## src/rtl/ps2_host_tx.sv

```systemverilog
// PS/2 host-to-device transmitter: inhibits the clock, then shifts a start bit, eight
// data bits (LSB first), odd parity and a stop bit on device clocks, then checks the ACK.
module ps2_host_tx #(
  parameter int INHIBIT_CYCLES = 5000,
  parameter int TIMEOUT_CYCLES = 1000000
) (
  input  logic       clk,
  input  logic       clr,
  input  logic       ps2_clk,
  input  logic       ps2_data,
  input  logic [7:0] tx_data,
  input  logic       tx_valid,
  output logic       tx_ready,
  output logic       ps2_clk_oe,
  output logic       ps2_data_oe,
  output logic       busy,
  output logic       done,
  output logic       ack_err,
  output logic       timeout
);

  localparam int INH_W = $clog2(INHIBIT_CYCLES);
  localparam int TO_W  = $clog2(TIMEOUT_CYCLES);
  localparam logic [INH_W-1:0] INH_LAST = INH_W'(INHIBIT_CYCLES - 1);
  localparam logic [TO_W-1:0]  TO_LAST  = TO_W'(TIMEOUT_CYCLES - 1);

  typedef enum logic [2:0] {
    IDLE, INHIBIT, START, DATA, PARITY, STOP, ACK_WAIT, WAIT_IDLE
  } state_t;

  state_t state, state_nxt;

  logic             clk_s1, clk_s2, clk_s3;
  logic             data_s1, data_s2;
  logic             fe;
  logic [INH_W-1:0] inh_cnt;
  logic [TO_W-1:0]  to_cnt;
  logic [3:0]       bit_cnt;
  logic [7:0]       tx_byte;
  logic             parity_q;
  logic             drive_q, drive_nxt;
  logic             ack_bit;
  logic             done_nxt, err_nxt, tout_nxt;
  logic             accept, to_hit;

  // NOTE: synchronizers reset to 1 (idle bus level) so leaving reset never fakes a falling edge.
  always_ff @(posedge clk) begin
    if (clr) begin
      clk_s1  <= 1'b1;
      clk_s2  <= 1'b1;
      clk_s3  <= 1'b1;
      data_s1 <= 1'b1;
      data_s2 <= 1'b1;
    end else begin
      clk_s1  <= ps2_clk;
      clk_s2  <= clk_s1;
      clk_s3  <= clk_s2;
      data_s1 <= ps2_data;
      data_s2 <= data_s1;
    end
  end

  assign fe     = clk_s3 & ~clk_s2;
  assign accept = tx_valid && (state == IDLE);
  assign to_hit = (state != IDLE) && (state != INHIBIT) && (to_cnt == TO_LAST);

  always_comb begin
    state_nxt = state;
    drive_nxt = drive_q;
    done_nxt  = 1'b0;
    err_nxt   = 1'b0;
    tout_nxt  = 1'b0;
    if (to_hit) begin
      // Timeout wins over any falling edge seen in the same cycle.
      state_nxt = IDLE;
      drive_nxt = 1'b0;
      tout_nxt  = 1'b1;
    end else begin
      case (state)
        IDLE:      if (accept) state_nxt = INHIBIT;
        INHIBIT:   if (inh_cnt == INH_LAST) begin
                     state_nxt = START;
                     drive_nxt = 1'b1;
                   end
        START:     if (fe) begin
                     state_nxt = DATA;
                     drive_nxt = ~tx_byte[0];
                   end
        DATA:      if (fe) begin
                     if (bit_cnt == 4'd7) begin
                       state_nxt = PARITY;
                       drive_nxt = ~parity_q;
                     end else begin
                       drive_nxt = ~tx_byte[bit_cnt[2:0] + 3'd1];
                     end
                   end
        PARITY:    if (fe) begin
                     state_nxt = STOP;
                     drive_nxt = 1'b0;
                   end
        STOP:      if (fe) state_nxt = ACK_WAIT;
        ACK_WAIT:  if (ack_bit) begin
                     state_nxt = IDLE;
                     err_nxt   = 1'b1;
                   end else begin
                     state_nxt = WAIT_IDLE;
                   end
        WAIT_IDLE: if (clk_s2 && data_s2) begin
                     state_nxt = IDLE;
                     done_nxt  = 1'b1;
                   end
        default:   state_nxt = IDLE;
      endcase
    end
  end

  always_ff @(posedge clk) begin
    if (clr) begin
      state    <= IDLE;
      inh_cnt  <= '0;
      to_cnt   <= '0;
      bit_cnt  <= '0;
      tx_byte  <= '0;
      parity_q <= 1'b0;
      drive_q  <= 1'b0;
      ack_bit  <= 1'b1;
      done     <= 1'b0;
      ack_err  <= 1'b0;
      timeout  <= 1'b0;
    end else begin
      state   <= state_nxt;
      drive_q <= drive_nxt;
      done    <= done_nxt;
      ack_err <= err_nxt;
      timeout <= tout_nxt;
      if (accept) begin
        tx_byte  <= tx_data;
        parity_q <= ~^tx_data;
      end
      inh_cnt <= (state == INHIBIT) ? inh_cnt + 1'b1 : '0;
      to_cnt  <= (state == IDLE || state == INHIBIT) ? '0 : to_cnt + 1'b1;
      if (state != DATA)
        bit_cnt <= '0;
      else if (fe)
        bit_cnt <= bit_cnt + 4'd1;
      // The ACK level is captured on the eleventh falling edge, while still in STOP.
      if (state == STOP && fe)
        ack_bit <= data_s2;
    end
  end

  assign tx_ready    = (state == IDLE);
  assign busy        = (state != IDLE);
  assign ps2_clk_oe  = (state == INHIBIT);
  assign ps2_data_oe = ((state == INHIBIT) && (inh_cnt == INH_LAST)) | drive_q;

endmodule

```

## config.mk

```make
export PLATFORM = sky130hd
export DESIGN_NAME = ps2_host_tx
export DESIGN_NICKNAME = d
export VERILOG_FILES = /design/src/rtl/ps2_host_tx.sv
export SDC_FILE = /design/constraint.sdc
export NUM_CORES = 1
export LEC_CHECK = 0
export BUFFER_PORTS_ARGS = -buffer_cell sky130_fd_sc_hd__buf_2
export CELL_PAD_IN_SITES_DETAIL_PLACEMENT = 1
export CELL_PAD_IN_SITES_GLOBAL_PLACEMENT = 1
export CORE_MARGIN = 2
export CORE_UTILIZATION = 40
export DETAILED_ROUTE_END_ITERATION = 16
export GPL_TIMING_DRIVEN = 0
export PLACE_DENSITY = 0.7
export RECOVER_POWER = 100
export SYNTH_ARGS = -nofsm -noshare
export SYNTH_HDL_FRONTEND = slang
export SYNTH_SLANG_ARGS = --single-unit
```

## constraint.sdc

```tcl
create_clock -name clk -period 2.1 [get_ports clk]
set_clock_uncertainty 0.05 [all_clocks]
set_input_delay 0.63 -clock clk [delete_from_list [all_inputs] [get_ports clk]]
set_output_delay 0.63 -clock clk [all_outputs]
set_load 0.01 [all_outputs]
```

==> impl_results.md, run 1 <==
- Buffers added on ports: 19
- Net count after synthesis: 327
- TritonCTS Sinks: 59
- Initial antenna violation count: 0
- Root Driver: clkbuf_8
- Post-synth top area share: 44.1%
- ANT nets after route: 0
- Peak supply drop: 0.435 mV
- Clock period minus worst slack: 2.33 ns
- Placed instance count: approximately 410
- Total of max-cap violations: 0
- TritonRoute pass-1 iters: 4
- EDFF count, synth: 0
- WS Path Type: register to output port
- Final WS setup: -0.229 ns
- Flops & latches, synth: 59
- Layout Area Growth over Synthesis: 18.6%
- Measured slew at the worst slew-check pin: 0.505 ns
- Count of cell types in the netlist: 42
- Power share of the sequential group: 42.5%
- Reg2Reg Setup Slack: 0.07 ns
- CP Launch Type: register
- CP peak stage delay: 0.54 ns
- Pint: between 2 and 2.5 mW
- CP Max Fanout: 3
- Vias per Instance: 5.22
- # fillers: ~790
- Buf/Inv on CP: 1
- HP Class: register to register
- Place WS: -0.0154 ns
- H-Tree Depth: 3
- Post-synth ARST share: 0%
- DRT Wirelength: 5.94 mm
- Die Y: 85.8 um
- Clock buffer depth: 2
- Logic pwr share: around a quarter
- Via count: 2229
- Max Slew Vio Count: 0
- Drc violations: 0
- Cell with the most instances after synthesis: dfxtp_1
- Switching share of power: 31.5%
- TritonCTS clock tree: built
- Area leader, netlist: dfxtp_1
- CP Capture Type: output port
- Period Utilization, post-route: 111%
- Routability cong.: 0.787
- Initial core utilization: 41.7%
- Layout Nets: 363
- Die width: 85.8 um
- Leak pwr: 1.08 nW
- Top FF cell, synth: dfxtp_1
- Unrepaired setup endpoints after global routing: yes
- Critical path data arrival time: 1.65 ns
- Clock transition at the registers of the reported paths: 0.06 ns
- GRT overflow: 0
- Total CTS buffers: 9
- Max Clock Freq: between 0.4 and 0.5 GHz
- Status: finished with violations
- First-pass GRT wire length: 10.5 mm
- Syn. warnings: 0
- CP max stage cell: or4b_4
- Core box area: 6420 um2
- Final HPWL DP: between 4 and 5 mm
- Share of cells above drive strength 1: 18.9%
- # diodes: 0
- Post-synthesis cell area: 2680 um2
- Power per Cell Area: around 960 nW/um2
- Mapped Avg Cell Area: 8.61 um2
- Non-filler cells, final: 427
- Die area: 7360 um2
- Net switching power: 0.963 mW
- Top post-synthesis cells by area: dfxtp_1 (44%), xnor2_1 (7.5%), nor2_1 (5.6%)
- CTS Hold Bufs: 0
- Final hold violation count: 0
- Initial DRC Count: 77
- Mapped Cells: between 300 and 400
- Top Family by Delay on Critical Path: simple AND/OR/NAND/NOR gates
- Crit path required time: 1.42 ns
- Register area: ~1200 um2
- Vias in the first global route: roughly 2300
- Clock share of power: roughly a third
- Synth top cells by count: dfxtp_1 (59), nor2_1 (40), nand2_1 (34)
- Post-synthesis sequential area ratio: about 44%
- Largest net degree at the start of global routing: 11
- Area post-placement: 2870 um2
- I/O pin cnt: 20
- Relative slew slack: 66.1%
- Cell Rows: 29
- Worst path cell trace: or4b_4 > nor3_2 > a21o_1 > buf_2
- Failing checks: setup timing
- Routed wire length per instance: 13.9 um
- Clk_lat worst skew: 0.33 ns
- Multi-input logic area: 1500 um2
- GRT Resource Usage Total: 18.1%
- Final instance area: 3180 um2
- Final setup viols: 3
worst paths after layout:
kind	start	endpoint	cells after the start
worst min-delay path	clk_s1	clk_s2	1
worst max-delay path	inh_cnt[11]	ps2_data_oe	4
worst min register to register	clk_s1	clk_s2	1
worst max register to register	inh_cnt[5]	state[1]	6
registers in the layout (all words and copies together) (netlist names), 3 cells and up:
register and cells:
to_cnt 20, state 3, tx_byte 8, bit_cnt 4, inh_cnt 13
logic make-up (layout without fill, tap and decap cells):
kind of cell | Yosys count | count (layout) | share of synthesized area, %
xor gates and xnor gates | 37 | 37 | 12.1
buffers and inverters | 18 | 57 | 2.52
adders and majority gates | 3 | 3 | 1.40
and+or+nand+nor | 155 | 155 | 29.5
muxes | 4 | 4 | 2.43
AOI/OAI and AO/OA | 35 | 35 | 7.90
DFF | 59 | 59 | 44.1
what timing repair did:
action | in CTS | in global routing
pin swaps | 10 | 3
buffers inserted | 6 | 1
gates cloned | 0 | 0
endpoints found under the setup margin | 5 | 10
resized for setup | 14 | 11
power groups by stage:
| stage | Sequential (mW) | Combinational (mW) | Clock (mW) |
|---|---|---|---|
| floorplan | 1.28 | 0.501 | 0 |
| global placement | 1.30 | 0.671 | 0 |
| detailed placement | 1.30 | 0.697 | 0 |
| CTS | 1.28 | 0.810 | 1.01 |
| global route | 1.31 | 0.885 | 1.07 |
| finish | 1.30 | 0.788 | 0.974 |
stage by stage:
stage | total power [mW] | utilization, % | hold WS (ns) | TNS [ns]
after floorplan | 1.78 | - | 0.339 | 0
after detailed placement | 2.00 | 44.7 | 0.363 | -0.0154
after CTS | 3.10 | 49.1 | 0.377 | -0.268
after global routing | 3.27 | 49.5 | 0.389 | -0.733
after global placement | 1.97 | 44.7 | 0.345 | 0
final | 3.06 | 49.5 | 0.371 | -0.297
per-layer routing:
| metal | global-route usage [%] | up-vias | share of wire [%] |
|---|---|---|---|
| met1 | 21.9 | 1059 | 46 |
| li1 | - | 1136 | - |
| met3 | 5.87 | 7 | 3.5 |
| met4 | 5.92 | 0 | 1.1 |
| met2 | 30.5 | 27 | 49 |
| met5 | 0 | - | 0 |
area by class of cell:
class                           instances  share of cell area (%)
Tap cell                               77                    3.03
Clock buffer                           11                    4.45
Timing Repair Buffer                   26                    4.61
Multi-Input combinational cell        234                    47.1
Clock inverter                          3                    1.26
Inverter                                7                   0.827
Sequential cell                        59                    37.5
Buffer                                 10                    1.22
cells in the final DEF, fill, tap and decap left out, types with 3 or more instances in the layout:
cell type / instances
nand4_1: 3
buf_4: 6
xnor2_1: 23
inv_1: 7
xor2_1: 14
clkbuf_8: 10
nand2b_1: 7
dfxtp_2: 7
nor4_1: 3
and3_1: 6
or2_2: 7
or3_1: 3
nor2_1: 40
nand3_1: 18
buf_2: 15
clkbuf_1: 14
dfxtp_1: 52
a21oi_1: 17
nor2b_1: 4
nand2_1: 34
o21ai_0: 7
nor3_1: 13
Note: power is estimated with default switching activity, not from simulation.
==> run 2, diff against run 1 <==
--- a/config.mk
+++ b/config.mk
@@ -14,6 +14,7 @@
 export GPL_TIMING_DRIVEN = 0
 export PLACE_DENSITY = 0.7
 export RECOVER_POWER = 100
+export REMOVE_ABC_BUFFERS = 1
 export SYNTH_ARGS = -nofsm -noshare
 export SYNTH_HDL_FRONTEND = slang
 export SYNTH_SLANG_ARGS = --single-unit
==> run 2 against run 1 <==
The run still ends with setup timing left. Die area unchanged. Hold slack lost 0.0062 ns. Sequential cell count unchanged. Routed wire length increased by 1.5%. Core utilization shrank 0.29 points. Largest cell class unchanged. Final area fell by 0.59%. Global-route usage fell by 0.83 points. Final cell count is 2.1% lower. Clock-buffer cell count up 1.
==> impl_results.md, run 2 (synthesized netlist as in run 1, its figures left out) <==
- WS Path Type: register to output port
- RR Startpoint: inh_cnt[10]
- Top Family by Delay on Critical Path: simple AND/OR/NAND/NOR gates
- H-Tree Depth: 3 (unchanged)
- Buffers added on ports: 19 (unchanged)
- Buf/Inv on CP: 1 (unchanged)
- Worst hold slack: 0.365 ns (-0.00624 ns)
- Cell Rows: 29 (unchanged)
- Unrepaired setup endpoints after global routing: yes
- Reg2Reg Setup Slack: 0 ns (-0.07 ns)
- Initial core utilization: 41.7% (unchanged)
- Critical path data arrival time: 1.65 ns (about the same)
- Measured slew at the worst slew-check pin: 0.951 ns (+0.447 ns)
- Clock transition at the registers of the reported paths: 0.06 ns (about the same)
- Layout Nets: 352 (-3.0%)
- Worst path cell trace: or4b_4 > nor3_2 > a21o_1 > buf_2
- Hold Crit Depth: 1 (unchanged)
- Hold EP: data_s2
- Initial antenna violation count: 0 (unchanged)
- Clock buffer depth: 2 (unchanged)
- CP Capture Type: output port
- Vias in the first global route: 2249 (-3.3%)
- Relative slew slack: 36.6% (-30 points)
- Final HPWL DP: 4.05 mm (-5.7%)
- Biggest regs: to_cnt: 20 flops, inh_cnt: 13 flops, tx_byte: 8 flops
- Leak pwr: 1.07 nW (-1.0%)
- Failing checks: setup timing
- Die area: 7360 um2 (unchanged)
- Peak supply drop: 0.408 mV (-6.1%)
- Setup TNS: -0.279 ns (+0.0178 ns)
- TritonRoute pass-1 iters: 6 (+2)
- Clk_lat worst skew: 0.33 ns (about the same)
- Final hold violation count: 0 (unchanged)
- Final Util: 49.2% (-0.29 points)
- Total CTS buffers: 9 (unchanged)
- First-pass GRT wire length: 10.1 mm (-3.9%)
- Final WS setup: -0.228 ns (+0.000949 ns)
- Reg2reg end: state[1]
- TritonCTS Sinks: 59 (unchanged)
- Crit path required time: 1.42 ns (about the same)
- TritonCTS clock tree: built
- Max FFs per register: 20 (unchanged)
- Total Power: 3.13 mW (+2.3%)
- ANT nets after route: 0 (unchanged)
- Initial DRC Count: 64 (-17%)
- Drc violations: 0 (unchanged)
- Routed wire length per instance: 14.4 um (+3.7%)
- Layout Area Growth over Synthesis: 17.9%
- Power per Cell Area: 992 nW/um2 (+2.9%)
- HP Start: data_s1
- Most flop-heavy register: to_cnt
- Highest-count cells in the layout ignoring fill and taps: dfxtp_1 (53), nor2_1 (40), nand2_1 (34)
- Die Y: 85.8 um (unchanged)
- Via count: 2234 (+0.22%)
- Largest net degree at the start of global routing: 24 (+13)
- Status: finished with violations
- Root Driver: clkbuf_8
- GRT overflow: 0 (unchanged)
- Period Utilization, post-route: 111% (about the same)
- Max Clock Freq: 0.430 GHz (about the same)
- CP Max Fanout: 5 (+2)
- Max Slew Vio Count: 0 (unchanged)
- CP Launch Type: register
- GRT Resource Usage Total: 17.3% (-0.83 points)
- Die width: 85.8 um (unchanged)
- Area post-placement: 2830 um2 (-1.4%)
- Most common library cell in the layout ignoring fill and taps: dfxtp_1
- CP max stage cell: or4b_4
- Total of max-cap violations: 0 (unchanged)
- Vias per Instance: 5.34 (+2.4%)
- Reg2Reg Depth: 6 (unchanged)
- Share of cells above drive strength 1: 18.8% (-0.089 points)
- Routability cong.: 0.734 (-6.7%)
- # diodes: 0 (unchanged)
- Final instance area: 3160 um2 (-0.59%)
- I/O pin cnt: 20 (unchanged)
- CP peak stage delay: 0.55 ns (about the same)
- Core box area: 6420 um2 (unchanged)
- Final setup viols: 3 (unchanged)
- DRT Wirelength: 6.04 mm (+1.5%)
- Clock period minus worst slack: 2.33 ns (-0.000949 ns)
- HP Class: register to register
run 2: changes by cell type in the layout (fill, tap and decap cells not counted), sizes merged:
cell      delta
buf          -1
clkbuf       -9
clkinvlp     +1
run 2: worst max-delay path by stage:
stage	startpoint	end	slack, ns	depth (start not counted)
final	inh_cnt[6]	ps2_data_oe	-0.23	4
after global routing	inh_cnt[6]	ps2_data_oe	-0.30	4
after CTS	inh_cnt[5]	ps2_data_oe	-0.23	4
after detailed placement	inh_cnt[11]	ps2_data_oe	0.07	4
after global placement	inh_cnt[11]	ps2_data_oe	0.05	4
after floorplan	inh_cnt[11]	ps2_data_oe	0.21	3
run 2: report_power, final:
group	internal, mW	switching, mW
sequential	1.21	0.137
combinational	0.299	0.391
clock	0.641	0.454
run 2: layer usage:
layer  share of wire (%)  GRT usage, %  wire (um)
met5                   0             0          0
met4                 1.3          6.93         80
met3                 2.2          4.43        134
met2                  52          29.6       3150
met1                  44          20.7       2670
run 2: layout make-up:
cell class,instances,area (um2)
fillers,752,3260
multi-input cells,234,1500
flip-flops and latches,59,1190
clock buffers,12,165
repair buffers,25,135
well taps,77,96.3
clock inverters,4,47.5
inverters,7,26.3
run 2: repair_timing:
item / CTS / global route
hold buffers: 0 / 0
setup buffers: 3 / 3
gates resized for setup: 8 / 11
pin swaps: 4 / 8
setup endpoints to repair: 4 / 8
run 2: stage by stage:
step | setup slack, ns | std cells
6_report | -0.228 | 418
3_5_place_dp | 0.0696 | 396
4_1_cts | -0.231 | 415
2_1_floorplan | 0.210 | 300
5_1_grt | -0.299 | 418
3_3_place_gp | 0.0519 | 396
